$ cat src/rtl/modulo_down_counter_if.sv
// Control and count bus for modulo_down_counter: preset/control inputs
// and the registered count, borrow and busy outputs.
interface modulo_down_counter_if #(
  parameter int unsigned WIDTH = 3
);
  logic             Start;
  logic             Dec;
  logic             Load;
  logic [WIDTH-1:0] D;
  logic             Mode;
  logic [WIDTH-1:0] B;
  logic             Q;
  logic             Busy;

  modport master (
    output Start, Dec, Load, D, Mode,
    input  B, Q, Busy
  );

  modport slave (
    input  Start, Dec, Load, D, Mode,
    output B, Q, Busy
  );
endinterface

$ cat src/rtl/modulo_down_counter.sv
// Modulo-N down counter with borrow pulse. Counts a preset down to 0 on
// each Dec tick, then wraps to MODULUS-1 (Mode=0) or stops in DONE
// (Mode=1). Every underflow produces a one-cycle registered borrow on Q.
module modulo_down_counter #(
  parameter int unsigned WIDTH   = 3,
  parameter int unsigned MODULUS = 6
) (
  input logic                  Store,
  input logic                  Reset,
  modulo_down_counter_if.slave bus
);

  localparam logic [WIDTH-1:0] TOP     = WIDTH'(MODULUS - 1);
  localparam logic [WIDTH:0]   MOD_EXT = (WIDTH+1)'(MODULUS);

  typedef enum logic [1:0] {
    IDLE,
    RUN,
    DONE
  } state_e;

  state_e           state_q, state_d;
  logic [WIDTH-1:0] b_q, b_d;
  logic             q_q, q_d;
  logic             underflow;
  logic [WIDTH-1:0] load_val;

  // State, count and borrow registers; asynchronous active-low reset.
  always_ff @(posedge Store or negedge Reset) begin
    if (!Reset) begin
      state_q <= IDLE;
      b_q     <= TOP;
      q_q     <= 1'b0;
    end else begin
      state_q <= state_d;
      b_q     <= b_d;
      q_q     <= q_d;
    end
  end

  // Next-state logic; Load suppresses the Dec tick, so it also blocks RUN->DONE.
  always_comb begin
    state_d   = state_q;
    underflow = (state_q == RUN) && bus.Dec && !bus.Load && (b_q == '0);
    unique case (state_q)
      IDLE:    if (bus.Start) state_d = RUN;
      RUN:     if (underflow && bus.Mode) state_d = DONE;
      DONE:    if (bus.Start) state_d = RUN;
      default: state_d = IDLE;
    endcase
  end

  // Count and borrow next values; preset is clamped into the legal count range.
  always_comb begin
    b_d      = b_q;
    q_d      = 1'b0;
    load_val = ({1'b0, bus.D} >= MOD_EXT) ? TOP : bus.D;
    if (bus.Load) begin
      b_d = load_val;
    end else if (state_q == RUN) begin
      if (bus.Dec) begin
        if (b_q != '0) begin
          b_d = b_q - 1'b1;
        end else begin
          b_d = bus.Mode ? '0 : TOP;
          q_d = 1'b1;
        end
      end
    end else if ((state_q == DONE) && bus.Start) begin
      b_d = TOP;
    end
  end

  // Outputs come straight from registers; Busy decodes the state register.
  always_comb begin
    bus.B    = b_q;
    bus.Q    = q_q;
    bus.Busy = (state_q == RUN);
  end

endmodule

$ cat src/flat_wrapper.sv
// flat-port wrapper written by rule: the top's interface ports become plain ports
module modulo_down_counter_flat 
#(
  parameter int unsigned WIDTH   = 3,
  parameter int unsigned MODULUS = 6
)
  (Store, Reset, bus_Start, bus_Dec, bus_Load, bus_D, bus_Mode, bus_B, bus_Q, bus_Busy);
  modulo_down_counter_if #(.WIDTH(WIDTH)) bus_i ();
  input logic Store;
  input logic Reset;
  input wire logic [$bits(bus_i.Start)-1:0] bus_Start;
  input wire logic [$bits(bus_i.Dec)-1:0] bus_Dec;
  input wire logic [$bits(bus_i.Load)-1:0] bus_Load;
  input wire logic [$bits(bus_i.D)-1:0] bus_D;
  input wire logic [$bits(bus_i.Mode)-1:0] bus_Mode;
  output wire logic [$bits(bus_i.B)-1:0] bus_B;
  output wire logic [$bits(bus_i.Q)-1:0] bus_Q;
  output wire logic [$bits(bus_i.Busy)-1:0] bus_Busy;
  assign bus_i.Start = bus_Start;
  assign bus_i.Dec = bus_Dec;
  assign bus_i.Load = bus_Load;
  assign bus_i.D = bus_D;
  assign bus_i.Mode = bus_Mode;
  assign bus_B = bus_i.B;
  assign bus_Q = bus_i.Q;
  assign bus_Busy = bus_i.Busy;
  modulo_down_counter #(.WIDTH(WIDTH), .MODULUS(MODULUS)) u_core (.Store(Store), .Reset(Reset), .bus(bus_i));
endmodule
$ cat config.mk
export PLATFORM = sky130hd
export DESIGN_NAME = modulo_down_counter_flat
export DESIGN_NICKNAME = d
export VERILOG_FILES = /design/src/rtl/modulo_down_counter_if.sv /design/src/rtl/modulo_down_counter.sv /design/src/flat_wrapper.sv
export SDC_FILE = /design/constraint.sdc
export NUM_CORES = 1
export LEC_CHECK = 0
export CORE_AREA = 4 4 41 43
export CTS_BUF_LIST = sky130_fd_sc_hd__clkbuf_2
export CTS_CLUSTER_DIAMETER = 40
export DETAILED_ROUTE_END_ITERATION = 8
export DIE_AREA = 0 0 45 47
export PLACE_DENSITY = 0.65
export SYNTH_ARGS = -nofsm -noshare
export SYNTH_HDL_FRONTEND = slang
export SYNTH_SLANG_ARGS = --single-unit
$ cat constraint.sdc
create_clock -name Store -period 2.02 [get_ports Store]
set_input_delay 0.606 -clock Store [delete_from_list [all_inputs] [get_ports Store]]
set_output_delay 0.606 -clock Store [all_outputs]
set_load 0.1 [all_outputs]
==> impl.org, run 1 <==
** Clocking
- Clock tree synthesis found a total of 6 sinks.
- Gates resized during post-CTS repair numbered 0.
- CTS built an H-tree with a depth of 1.
- Count of hold-fix buffers inserted at cts :: 0
- Counting along the longest clock path gives a buffer depth of 2.
- Clock latency on the worst-skew pair, taken at its later pin, is about 0.21 ns.
- TritonCTS clock tree :: built
- In this run, CTS created clock tree buffers numbering 3.
- Number of buffers added for setup after CTS :: 0
- Clock slew seen by the registers of the worst setup and hold paths :: ~0.070 ns
- Buffer type at the clock tree root :: sky130_fd_sc_hd__clkbuf_2

** Global routing
- Maximum number of pins on one net before global-route repair :: 10
- The number of antenna violations at the first check in global routing is 0.
- The via count of the first global-routing pass is about 300.
- GRT Total Usage :: about 9%
- Gr ovfl total :: 0
- Global-route wire length before repair :: approximately 1300 um

** Timing
- The final critical path takes up around 91% of the cycle.
- Setup repair after global routing left no endpoint under its margin.
- Peak Freq :: between 0.5 and 0.6 GHz
- At the pin with the least slew margin, the transition time is 0.341 ns.
- Worst slew margin relative to its limit :: 77.1%
- The max-slew violation count was 0.
- For the final routed database, the setup TNS stands at 0 ns.
- Final critical-path required period :: between 1.5 and 2 ns
- Post-route clock skew :: ~0.012 ns
- The count of endpoints failing hold in the final timing report is 0.
- Setup violations remaining at the end of the flow were counted as 0.

** Setup path
- Category of the worst setup path launch point :: register
- At the worst endpoint, the required time is roughly 1.4 ns.
- Worst Path Class, Setup :: reg -> out
- Data arrives at the worst endpoint at ~1.2 ns.
- Capturing element type of the critical path :: primary output
- Max Fanout on Critical Path :: 7

** Logic synthesis
- Dominant register cell in the synthesized netlist :: sky130_fd_sc_hd__dfrtp_1
- Count of warnings emitted by yosys :: 0
- After synthesis the cells add up to 375 um^2.
- Sequential elements use 40.7% of the synthesized area.
- Synth cell types :: 24
- Number of nets produced by synthesis :: between 40 and 50
- Post-synthesis instance total :: 38
- Yosys reg bits :: 6
- sky130_fd_sc_hd__dfrtp_1 takes more of the synthesized area than any other cell.
- By area the synthesized netlist is led by sky130_fd_sc_hd__dfrtp_1, sky130_fd_sc_hd__dfstp_2, sky130_fd_sc_hd__o2bb2ai_1.
- In this run the biggest area consumer among cell types represents between 20% and 30% of the synthesized area.
- Each instance of the synthesized netlist takes up on average just under 10 um^2.
- Yosys mapped a number of flops with a built-in enable equal to 0.
- Fraction of synthesis flops using an asynchronous set or reset pin :: 100%

** Detailed routing
- DR WL/cell :: 11.5 um
- Detailed route wirelength on metal3 :: just under 50 um
- For this run, design rule violations remaining after detail routing come to 0.
- The first detailed-routing pass ran for 2 iterations.
- Summed over all nets, wire length on met2 after detailed routing comes to about 380 um.
- Number of DRC markers after the initial detailed-route iteration :: 7
- The detailed router put a total of roughly 340 um of wire on met1.
- Uppermost layer routed :: met4
- Number of nets with antenna violations after detailed routing :: 0
- After detailed routing, the number of vias per cell comes to about 5.1.
- For this block, the routed nets add up to 796 um of wire.
- Number of vias after detailed routing :: 354

** Placement
- DP HPWL :: 669 um
- GP Congestion :: 0.839
- Buffers placed on the I/O ports in this run total 13.

** Pwr
- Total leakage power :: approximately 0.25 nW
- Worst voltage drop across the vdd grid :: roughly 960 uV
- Power spread over the standard cell area amounts to about 1600 nW/um^2.

** Final layout
- The repair_antennas step left the layout with diodes totalling 0.
- NumNets Final :: 64
- The layout has 132 filler cells.
- Of the cells placed in the final design, the portion with a size suffix greater than 1 is ~24%.
- In the final layout, the multi-input gates occupy around 200 um^2.
- Signed area change from the synthesized netlist to the final layout :: 57.0%
- Once layout is complete, the utilization of the core stands at between 40 and 50%.
- Area used by sequential logic in the layout :: about 150 um^2

** Floorplanning
- Once the floorplan was initialized, standard cells occupied between 20 and 30% of the core.
- From left edge to right edge, the die measures approximately 45 um.
- Die outline area :: 2120 um^2
- The floorplan has 13 rows.
- Io pins :: 14
- The region available for standard cell placement spans 1300 um^2.
- Height of the chip :: 47 um

** Run
- Max-Cap Viols :: 0

** Min path
- Class of the most critical hold timing path :: reg -> reg

** Outcome
- The flow ran to the end, and the final reports show no timing, DRC or antenna violations.
-- per-stage QoR --
stage	cell area [um^2]	hold WS, ns	setup slack (ns)	cells	power (mW)
finish	589	0.538	0.185	69	0.932
global route	589	0.557	0.0815	69	0.976
global placement	569	0.509	0.159	65	0.843
floorplan	375	0.310	0.171	38	0.615
detailed placement	569	0.517	0.0910	65	0.841
CTS	589	0.531	0.174	69	0.937
-- path summary, 6_finish.rpt --
check                      slack, ns                          start  cells after the start                            end
min                             0.54    u_core.bus.B[2]$_DFFE_PN1P_                      2    u_core.bus.B[2]$_DFFE_PN1P_
min in group asynchronous       0.62                          Reset                      1  u_core.state_q[0]$_DFFE_PN0P_
max in group asynchronous       1.13                          Reset                      1    u_core.bus.B[0]$_DFFE_PN1P_
max                             0.18  u_core.state_q[0]$_DFFE_PN0P_                      3                       bus_Busy
min reg2reg                     0.54    u_core.bus.B[2]$_DFFE_PN1P_                      2    u_core.bus.B[2]$_DFFE_PN1P_
max reg2reg                     0.74  u_core.state_q[0]$_DFFE_PN0P_                      3    u_core.bus.B[2]$_DFFE_PN1P_
-- critical path, stage by stage (launching register included) --
cell and delay [ns]:
sky130_fd_sc_hd__dfrtp_1 0.43, sky130_fd_sc_hd__or2b_1 0.26, sky130_fd_sc_hd__inv_1 0.13, sky130_fd_sc_hd__buf_12 0.19
-- cells in the mapped netlist (2+ instances only) --
master	count
sky130_fd_sc_hd__and3_1	2
sky130_fd_sc_hd__dfrtp_1	4
sky130_fd_sc_hd__dfstp_2	2
sky130_fd_sc_hd__inv_1	4
sky130_fd_sc_hd__nor2_1	2
sky130_fd_sc_hd__nor2b_1	2
sky130_fd_sc_hd__nor3_1	2
sky130_fd_sc_hd__nor3b_1	2
sky130_fd_sc_hd__o2bb2ai_1	2
sky130_fd_sc_hd__o32ai_1	2
-- layout make-up --
type	count	share of cell area (%)
Tap cell	15	3.18
Clock buffer	4	3.40
Inverter	4	2.55
Timing Repair Buffer	13	30.6
Multi-Input combinational cell	27	34.4
Sequential cell	6	25.9
-- cells by family (layout without fill, tap and decap cells) --
logic type             count (synthesis)  in the layout  share of synthesized area (%)
AOI/OAI and AO/OA                     11             11                           24.3
and+or+nand+nor                       16             16                           29.7
DFF                                    6              6                           40.7
buffers and inverters                  5             21                           5.33
-- layer usage --
layer  track usage (%)  vias to the layer above
met3             0.383                        2
li1                  -                      176
met5                 0                        -
met4              12.3                        0
met2              12.4                       12
met1              10.9                      164
-- cell usage in the layout (no fill, tap or decap), drive strengths merged, types with 4 or more instances in the layout --
master | netlist | routed
clkdlybuf4s50 | 0 | 8
buf | 0 | 5
inv | 4 | 4
clkbuf | 1 | 4
dfrtp | 4 | 4
-- power breakdown --
part           total, mW  internal, mW  switching (mW)
Sequential         0.243         0.173          0.0702
Clock             0.0929        0.0525          0.0404
Combinational      0.596         0.227           0.370
Total              0.932         0.452           0.480
-- sequential cells by signal (all words and copies together), names as in the netlist --
signal          count
u_core.bus.Q        1
u_core.state_q      2
u_core.bus.B        3
Note: power is estimated with default switching activity, not from simulation.
==> inputs of run 2 (changes only) <==
Settings changed: CTS_CLUSTER_SIZE set to 30.
Clock period 2.02 ns to 2.1 ns, I/O delays scaled along.
==> run 2 against run 1 <==
Clock skew decreased by 0.0039 ns. Clock power decreased by 3.1%. Non-clock buffer count unchanged. Register-to-register slack improved by 0.09 ns. Worst setup slack improved by 0.056 ns. Die area unchanged. Sequential share of layout area unchanged. Sequential power decreased by 4%. Core utilization unchanged. Critical path type unchanged. Largest power group unchanged.
==> impl.org, run 2 (synthesis results as in run 1) <==
** Outcome
- The run finished with clean final reports.

** Clocking
- CTS built an H-tree with a depth of 1.
- Number of buffers created by CTS :: 3
- Once the clock tree was built, the resizer swapped 0 gates to a different size.
- Clock-pin slew was measured on the worst setup and hold paths at roughly 0.06 ns.
- TritonCTS clock tree :: built
- Max Root-Sink Buffers :: 2
- After clock tree synthesis, the setup repair step added 0 buffers.
- Buffer type at the clock tree root :: sky130_fd_sc_hd__clkbuf_2
- Number of clock sinks :: 6
- Clock insertion delay at the later pin of the skew report :: around 0.21 ns
- Count of hold-fix buffers inserted at cts :: 0

** Global routing
- Across every metal layer, demand over resource in global routing totals a little under a tenth.
- Maximum number of pins on one net before global-route repair :: 10
- Global routing finished with a remaining overflow of 0.
- Via count of the first global-routing pass :: about 340
- The number of antenna violations at the first check in global routing is 0.
- Global-route wire length before repair :: 1420 um

** Min path
- In this run the worst hold path is classified as reg -> reg.
- Depth of the worst hold-timing path :: 2

** Floorplanning
- For this configuration, the core starts out at a cell density of between 20% and 30%.
- The die is about 45 um wide.
- The floorplan step set the die height to roughly 47 um.
- Io pins :: 14
- Core area :: roughly 1300 um^2
- The die covers roughly 2100 um^2.
- Core Rows :: 13

** Pwr
- Per report_power, the sequential group accounts for a little over a quarter of the total.
- PD cells :: 1530 nW/um^2
- The clock network burns ~10% of the power.
- Summed over all nets, the switching power comes to between 0.4 and 0.5 mW.
- Across the VDD grid, the largest voltage drop is about 920 uV.
- Pint :: 0.434 mW
- Summed over all cells, the static leakage comes to around 0.25 nW.
- Combinational logic is responsible for about 64% of the overall power.
- Sw Share :: 51.7%

** Timing
- Peak Freq :: between 0.5 and 0.6 GHz
- In the post-route analysis, the smallest setup slack over all paths is 0.241 ns.
- Final critical-path required period :: between 1.5 and 2 ns
- Setup repair after global routing left no endpoint under its margin.
- Fin crit share :: just under 90%
- Slew Limit Fails :: 0
- Worst Max-Slew Pin Slew :: between 0.3 and 0.4 ns
- Adding up every negative setup slack in the final design gives 0 ns.
- Clock skew on the completed layout was measured at 0.00796 ns.
- Setup-failing EPs final :: 0
- The count of endpoints failing hold in the final timing report is 0.
- Worst slew margin relative to its limit :: roughly three quarters

** Setup path
- Data arrives at the worst endpoint at approximately 1.2 ns.
- Path depth of the worst reg2reg path :: 3
- The worst setup path is captured at a primary output.
- Required @ worst endpoint :: between 1 and 1.5 ns
- The critical path in this run is classified as reg -> out.
- Of all nets on the critical path, the largest fanout is 7.
- Category of the worst setup path launch point :: register

** Placement
- Number of input and output port buffers inserted :: 13
- At the end of routability-driven placement, the weighted congestion stood at about 0.84.
- Summed over all nets, the half-perimeter wirelength after detailed placement is between 600 and 700 um.
- Worst setup timing slack at the placement stage :: 0.158 ns

** Final layout
- Most frequent cells in the layout :: sky130_fd_sc_hd__clkdlybuf4s50_1, sky130_fd_sc_hd__buf_12, sky130_fd_sc_hd__inv_1, sky130_fd_sc_hd__clkbuf_2, sky130_fd_sc_hd__dfrtp_1
- Inserted Diodes :: 0
- Ratio of cells with drive above 1 in the final layout :: ~24%
- Leaving out fill and tap cells, the most frequent cell in the layout is sky130_fd_sc_hd__clkdlybuf4s50_1.
- The area growth from synthesis to layout is 57.0%.
- Core utilization of the finished layout :: 45.3%
- In the final design database the tool counted 64 nets.
- Flip-flop count of the largest register after layout :: 3

** Detailed routing
- After the first detailed-routing iteration, the DRC count stood at 6.
- The first TritonRoute pass finished after 4 iterations.
- DR WL/cell :: 12.0 um
- Final wirelength :: roughly 830 um
- In the routed layout, each cell is associated on average with a via count of roughly 5.0.
- The detail route stage leaves a number of antenna-violating nets equal to 0.
- Detailed routing inserted a total of roughly 350 vias.
- DRC Markers :: 0

** Run
- The tool flagged a number of max-cap violations equal to 0.
-- run 2: cell counts in the layout (fill, tap and decap cells not counted) --
No cell type changed its count.
-- run 2: worst paths after layout --
kind | from | to | slack (ns)
max in group asynchronous | Reset | u_core.bus.B[0]$_DFFE_PN1P_ | 1.18
max reg2reg | u_core.state_q[0]$_DFFE_PN0P_ | u_core.bus.B[2]$_DFFE_PN1P_ | 0.83
max | u_core.state_q[0]$_DFFE_PN0P_ | bus_Busy | 0.24
min | u_core.bus.B[2]$_DFFE_PN1P_ | u_core.bus.B[2]$_DFFE_PN1P_ | 0.53
min in group asynchronous | Reset | u_core.state_q[1]$_DFFE_PN0P_ | 0.64
min reg2reg | u_core.bus.B[2]$_DFFE_PN1P_ | u_core.bus.B[2]$_DFFE_PN1P_ | 0.53
-- run 2: area by class of cell --
cell class,count,area (um^2)
Sequential cell,6,153
Timing Repair Buffer,13,180
Inverter,4,15.0
Multi-Input combinational cell,27,203
Clock buffer,4,20.0
Fill cell,133,712
Tap cell,15,18.8
-- run 2: per-stage QoR --
stage	instance area [um^2]	hold WS [ns]	power, mW	std cells
finish	589	0.531	0.899	69
global placement	569	0.509	0.811	65
CTS	589	0.531	0.904	69
global route	589	0.559	0.943	69
detailed placement	569	0.520	0.810	65
floorplan	375	0.334	0.591	38
-- run 2: metal layers --
metal / GRT usage (%) / share of wire, % / wire length, um
met1: 11.3 / 41 / 340
met2: 15.0 / 49 / 409
met3: 0.766 / 7.0 / 58
met4: 8.77 / 2.3 / 19
met5: 0 / 0 / 0
-- run 2: critical path: stages (launching register included) --
cell and delay [ns]:
sky130_fd_sc_hd__dfrtp_1 0.43, sky130_fd_sc_hd__or2b_1 0.26, sky130_fd_sc_hd__inv_1 0.13, sky130_fd_sc_hd__buf_12 0.19
-- run 2: power groups by stage --
| stage | clock network [mW] | registers (mW) | logic [mW] |
|---|---|---|---|
| 3_3_place_gp | 0 | 0.237 | 0.574 |
| 3_5_place_dp | 0 | 0.234 | 0.576 |
| 4_1_cts | 0.0935 | 0.234 | 0.577 |
| 6_report | 0.0900 | 0.234 | 0.575 |
| 5_1_grt | 0.0995 | 0.243 | 0.601 |
| 2_1_floorplan | 0 | 0.407 | 0.185 |
